==> config.mk <==
export PLATFORM = sky130hd
export DESIGN_NAME = mul_div_seq
export DESIGN_NICKNAME = d
export VERILOG_FILES = /design/src/rtl/mul_div_pkg.sv /design/src/rtl/add_sub_w.sv /design/src/rtl/mul_div_seq.sv
export SDC_FILE = /design/constraint.sdc
export NUM_CORES = 1
export LEC_CHECK = 0
export CAP_MARGIN = 25
export CORE_ASPECT_RATIO = 0.5
export CORE_MARGIN = 2
export CORE_UTILIZATION = 60
export DETAILED_ROUTE_END_ITERATION = 8
export DONT_BUFFER_PORTS = 1
export MAX_ROUTING_LAYER = met4
export PLACE_DENSITY = 0.74
export SKIP_LAST_GASP = 1
export SLEW_MARGIN = 0
export SYNTH_ARGS = -nofsm -noshare
export SYNTH_HDL_FRONTEND = slang
export SYNTH_HIERARCHICAL = 1
export SYNTH_SLANG_ARGS = --single-unit
==> constraint.sdc <==
create_clock -name clock -period 7.3 [get_ports clock]
set_input_delay 1.095 -clock clock [delete_from_list [all_inputs] [get_ports clock]]
set_output_delay 1.095 -clock clock [all_outputs]
set_load 0.02 [all_outputs]
==> src/rtl/mul_div_pkg.sv <==
// Shared encodings, FSM states and helpers for the sequential multiply/divide unit.
package mul_div_pkg;

    localparam int MD_WIDTH = 32;

    localparam logic OP_MUL = 1'b0;
    localparam logic OP_DIV = 1'b1;

    typedef enum logic [1:0] {IDLE, RUN, FIX, DONE} state_t;

    function automatic logic [MD_WIDTH-1:0] negate(input logic [MD_WIDTH-1:0] v);
        return ~v + MD_WIDTH'(1);
    endfunction

endpackage

==> src/rtl/add_sub_w.sv <==
// Combinational N-bit adder/subtractor with carry out; carry=1 on subtract means x >= y.
module add_sub_w #(
    parameter int N = 33
) (
    input  logic [N-1:0] x,
    input  logic [N-1:0] y,
    input  logic         sub,
    output logic [N-1:0] sum,
    output logic         cout
);

    logic [N-1:0] y_eff;

    assign y_eff       = sub ? ~y : y;
    assign {cout, sum} = {1'b0, x} + {1'b0, y_eff} + {{N{1'b0}}, sub};

endmodule

==> src/rtl/mul_div_seq.sv <==
// Multi-cycle signed multiply (radix-2 Booth) / divide (restoring on magnitudes),
// one bit per clock, HI/LO returned with a one-cycle done pulse.
module mul_div_seq
    import mul_div_pkg::*;
#(
    parameter int WIDTH = MD_WIDTH,
    parameter int CNT_W = 6
) (
    input  logic             clock,
    input  logic             clear_n,
    input  logic             start,
    input  logic             op,
    input  logic [WIDTH-1:0] a,
    input  logic [WIDTH-1:0] b,
    output logic             busy,
    output logic             done,
    output logic [WIDTH-1:0] hi,
    output logic [WIDTH-1:0] lo,
    output logic             div_by_zero
);

    localparam logic [CNT_W-1:0] LAST = CNT_W'(WIDTH - 1);

    state_t           state;
    logic [CNT_W-1:0] cnt;
    logic             op_r;
    logic [WIDTH-1:0] a_r;
    logic [WIDTH-1:0] bmag_r;
    logic             b_neg_r;
    // acc is one bit wider so that subtracting -2^(WIDTH-1) cannot overflow
    logic [WIDTH:0]   acc;
    logic [WIDTH-1:0] q;
    logic             aux;

    logic [WIDTH:0]   shifted;
    logic [WIDTH:0]   add_x;
    logic [WIDTH:0]   add_y;
    logic             add_sub;
    logic [WIDTH:0]   add_sum;
    logic             add_cout;
    logic [WIDTH:0]   mul_acc;
    logic [WIDTH-1:0] a_mag;
    logic [WIDTH-1:0] b_mag;
    logic [WIDTH-1:0] quo_fix;
    logic [WIDTH-1:0] rem_fix;

    // NOTE: every signal driven here is assigned on every path, so no latch is inferred.
    always_comb begin
        shifted = {acc[WIDTH-1:0], q[WIDTH-1]};
        if (op_r == OP_DIV) begin
            add_x   = shifted;
            add_y   = {1'b0, bmag_r};
            add_sub = 1'b1;
        end else begin
            add_x   = acc;
            add_y   = {a_r[WIDTH-1], a_r};
            add_sub = q[0];
        end
        mul_acc = (q[0] ^ aux) ? add_sum : acc;
        a_mag   = a[WIDTH-1] ? negate(a) : a;
        b_mag   = b[WIDTH-1] ? negate(b) : b;
        quo_fix = (a_r[WIDTH-1] ^ b_neg_r) ? negate(q) : q;
        rem_fix = a_r[WIDTH-1] ? negate(acc[WIDTH-1:0]) : acc[WIDTH-1:0];
    end

    add_sub_w #(.N(WIDTH + 1)) u_add_sub (
        .x    (add_x),
        .y    (add_y),
        .sub  (add_sub),
        .sum  (add_sum),
        .cout (add_cout)
    );

    // NOTE: sequential state uses non-blocking assignments so every register sees pre-edge values.
    always_ff @(posedge clock or negedge clear_n) begin
        if (!clear_n) begin
            state       <= IDLE;
            busy        <= 1'b0;
            done        <= 1'b0;
            hi          <= '0;
            lo          <= '0;
            div_by_zero <= 1'b0;
            cnt         <= '0;
            op_r        <= OP_MUL;
            a_r         <= '0;
            bmag_r      <= '0;
            b_neg_r     <= 1'b0;
            acc         <= '0;
            q           <= '0;
            aux         <= 1'b0;
        end else begin
            case (state)
                IDLE, DONE: begin
                    done <= 1'b0;
                    if (start) begin
                        op_r        <= op;
                        a_r         <= a;
                        bmag_r      <= b_mag;
                        b_neg_r     <= b[WIDTH-1];
                        acc         <= '0;
                        q           <= (op == OP_DIV) ? a_mag : b;
                        aux         <= 1'b0;
                        cnt         <= '0;
                        busy        <= 1'b1;
                        div_by_zero <= 1'b0;
                        state       <= (op == OP_DIV && b == '0) ? FIX : RUN;
                    end else begin
                        state <= IDLE;
                    end
                end
                RUN: begin
                    cnt <= cnt + CNT_W'(1);
                    if (op_r == OP_DIV) begin
                        // keep the trial difference only when it did not borrow
                        acc <= add_cout ? add_sum : shifted;
                        q   <= {q[WIDTH-2:0], add_cout};
                    end else begin
                        {acc, q, aux} <= {mul_acc[WIDTH], mul_acc, q};
                    end
                    if (cnt == LAST) begin
                        state <= FIX;
                    end
                end
                FIX: begin
                    busy  <= 1'b0;
                    done  <= 1'b1;
                    state <= DONE;
                    if (op_r == OP_MUL) begin
                        hi <= acc[WIDTH-1:0];
                        lo <= q;
                    end else if (bmag_r == '0) begin
                        hi          <= a_r;
                        lo          <= '1;
                        div_by_zero <= 1'b1;
                    end else begin
                        hi <= rem_fix;
                        lo <= quo_fix;
                    end
                end
                default: state <= IDLE;
            endcase
        end
    end

endmodule
==> qor.yml <==
global_routing:
  grt_pass1_wl_um: 78600
  grt-ovfl-total: 0
  grt_pass1_vias: 13300
  antenna_found_initial: 0
  grtUsageTotal: 0.375
  grt_max_degree: 208
floorplan:
  num_io_pins: 135
  die_area_mm2: 0.0279
  die_h_um: 119
  die_x_um: 234
  start_util: 0.606
  core-area_mm2: 0.0262
  num_rows: 42
routing:
  ant_nets: 0
  firstDrtPassIters: 6
  via_per_inst: 6.59
  vias: 14400
  wl_per_cell_um: 23.1
  post-route-drc-count: 0
  first_iter_violations: 1961
  wl_um: 50600
clocking:
  holdBufCountCts: 0
  tritoncts: "yes"
  path_clk_slew_ns: 0.07
  cts_max_path_buffers: 3
  cts_max_level: 1
  cts_setup_buffers: 0
  numCtsBuffers: 22
  root_buffer: "clkbuf_16"
  clkSinkCount: 207
  cts.repair.resized: 0
  clock_latency_ns: 0.56
layout:
  nets: 1934
  nFillCells: 2287
  n_antenna_cell: 0
  area_growth_pct: 4.85
  drive_gt1_frac: 0.0952
timing:
  max_slew_margin: 0.291
  rsz0062_at_grt: "no"
  slew_violations: 0
  finalHoldViolCount: 0
  finalCriticalPeriod_ns: 5.18
  final.setup.tns_ns: 0
  skew_ns: 0.0261
  fin_crit_sh: 0.709
  tightest_slew_ns: 1.06
  max_freq_mhz: 193
  setup_viol: 0
critical_path:
  cp.arrival_ns: 5.55
  crit_fanout: 67
  startpoint_type: "register"
  cp-end-kind: "register"
  path_class: "reg2reg"
  cp.required_ns: 7.67
logic_synthesis:
  yosys_warnings: 6
  synthFlopType: "dfrtp_1"
  synth_area_per_cell_um2: 8.20
  syn-num-nets: 2047
  synth_edf_count: 0
  synth_top_cell_by_area: "dfrtp_1"
  synth_area_leaders: "dfrtp_1, nand2_1, xor2_1"
  ys_ff_latch: 207
  async_reset_ff_frac: 1.00
  seq_area_frac_synth: 0.326
  synthCells: 1938
  synth_top_area_frac: 0.326
  yosysUniqueCellTypes: 83
  syn_area_mm2: 0.0159
flow_run:
  maxCapViolCount: 0
place:
  place_hpwl_um: 35800
  portBuffers: 0
  gp_congestion: 1.00
outcome:
  outcome: "complete, no violations"
worst_hold_path:
  hold_path_class: "in2async"
[path summary, 6_finish.rpt]
path,startpoint,to,slack (ns),cells past startpoint
min in group clock,a_r[19],a_r[19],0.51,2
setup reg to reg,op_r,acc[20],2.12,16
hold / removal,clear_n,lo[28],0.23,0
hold reg to reg,a_r[19],a_r[19],0.51,2
setup / recovery,op_r,acc[20],2.12,16
max in group asynchronous,clear_n,op_r,6.74,0
[worst max-delay path: stages (launching register included)]
cell     delay [ns]
dfrtp_4        0.77
inv_2          0.16
buf_4          0.40
buf_4          0.60
o21ai_0        0.22
ha_1           0.38
a21oi_1        0.30
o31ai_1        0.13
a221o_1        0.37
a41oi_2        0.35
o21ai_1        0.16
a21o_2         0.38
buf_12         0.25
mux2i_1        0.16
nor2_1         0.05
a21oi_1        0.18
o22ai_1        0.09
[cells in the mapped netlist, types with 4 or more instances]
| cell | instances |
|---|---|
| nor4_2 | 4 |
| a221o_1 | 6 |
| o41ai_1 | 17 |
| or3_1 | 17 |
| buf_1 | 25 |
| o21ai_0 | 163 |
| o31ai_1 | 36 |
| nand4_1 | 22 |
| a21o_1 | 13 |
| a41oi_1 | 4 |
| and2_1 | 4 |
| o21a_1 | 11 |
| mux2_2 | 83 |
| ha_1 | 40 |
| a221oi_1 | 7 |
| dfrtp_1 | 207 |
| nor2b_1 | 6 |
| nor4_1 | 21 |
| buf_2 | 10 |
| o221ai_1 | 4 |
| o22ai_1 | 9 |
| mux2i_1 | 70 |
| nand3_1 | 21 |
| o2bb2ai_1 | 5 |
| nor2_1 | 167 |
| xnor2_1 | 46 |
| a211oi_1 | 17 |
| nand2_1 | 307 |
| o22a_1 | 22 |
| and3_1 | 6 |
| nor3b_1 | 6 |
| a31oi_1 | 25 |
| nand2b_1 | 6 |
| or4_1 | 10 |
| o21ai_1 | 6 |
| inv_1 | 32 |
| o211ai_1 | 17 |
| or2_2 | 5 |
| clkbuf_1 | 116 |
| xor2_1 | 121 |
| nor3_1 | 33 |
| a21oi_1 | 133 |
[sequential cells by signal (all words and copies together) (netlist names)]
name	flops
bmag_r	32
done	1
busy	1
aux	1
op_r	1
a_r	32
div_by_zero	1
state	2
acc	33
lo	32
q	32
b_neg_r	1
hi	32
cnt	6
[layout make-up]
cell class,instances,area (um^2),share of cell area
Clock buffer,31,634,0.0381
Timing Repair Buffer,16,145,0.00871
Multi-Input combinational cell,1545,10000,0.603
Clock inverter,7,91.3,0.00548
Inverter,33,124,0.00744
Sequential cell,207,5180,0.311
Tap cell,352,440,0.0264
[routing by layer]
layer | vias up | track usage | part of all wire
met5 | - | - | 0
met4 | 0 | 0.117 | 0.036
met3 | 108 | 0.0783 | 0.097
met2 | 722 | 0.506 | 0.41
met1 | 6896 | 0.558 | 0.46
li1 | 6710 | - | -
[placed cells by master, fill, tap and decap left out, types with 5 or more instances in the layout]
cell type and n:
clkbuf_8 5, nand2_1 304, mux2i_1 70, nand3_1 21, nor3_1 33, buf_4 14
nand2b_1 6, inv_1 31, o22a_1 22, nor2_1 166, o21ai_0 163, or2_2 5
o41ai_1 17, a221oi_1 7, o211ai_1 17, o31ai_1 36, dfrtp_1 206, clkbuf_16 22
nor2b_1 6, a211oi_1 17, nor3b_1 6, a21oi_1 132, o21a_1 11, xor2_1 120
nand4_1 22, a21o_1 12, and3_1 6, nor4_1 21, mux2_2 83, o2bb2ai_1 5
o21ai_1 6, a31oi_1 25, xnor2_1 46, a221o_1 6, or3_1 17, o22ai_1 9
ha_1 39, or4_1 10
[cell families (layout without fill, tap and decap cells)]
kind of cell,Yosys count,after routing,synth area share
XOR/XNOR,167,167,0.0921
AO/OA/AOI/OAI,529,529,0.212
buffers and inverters,186,87,0.0454
AND/OR/NAND/NOR,655,655,0.189
adder cells (fa/ha/maj),41,41,0.0328
multiplexers,153,153,0.103
flip-flops,207,207,0.326
[per-stage QoR]
stage	util	hold slack (ns)	cell area (um^2)	cells	setup WS (ns)
detailed placement	0.607	0.496	15900	2152	2.20
global route	0.635	0.228	16700	2191	1.86
floorplan	-	0.458	15900	1938	2.46
CTS	0.634	0.226	16600	2190	2.16
global placement	0.606	0.481	15900	2151	2.09
finish	0.635	0.235	16700	2191	2.12
Power is not shown: default switching activity piles up to over one toggle a cycle in this logic, so the estimate is an artifact.
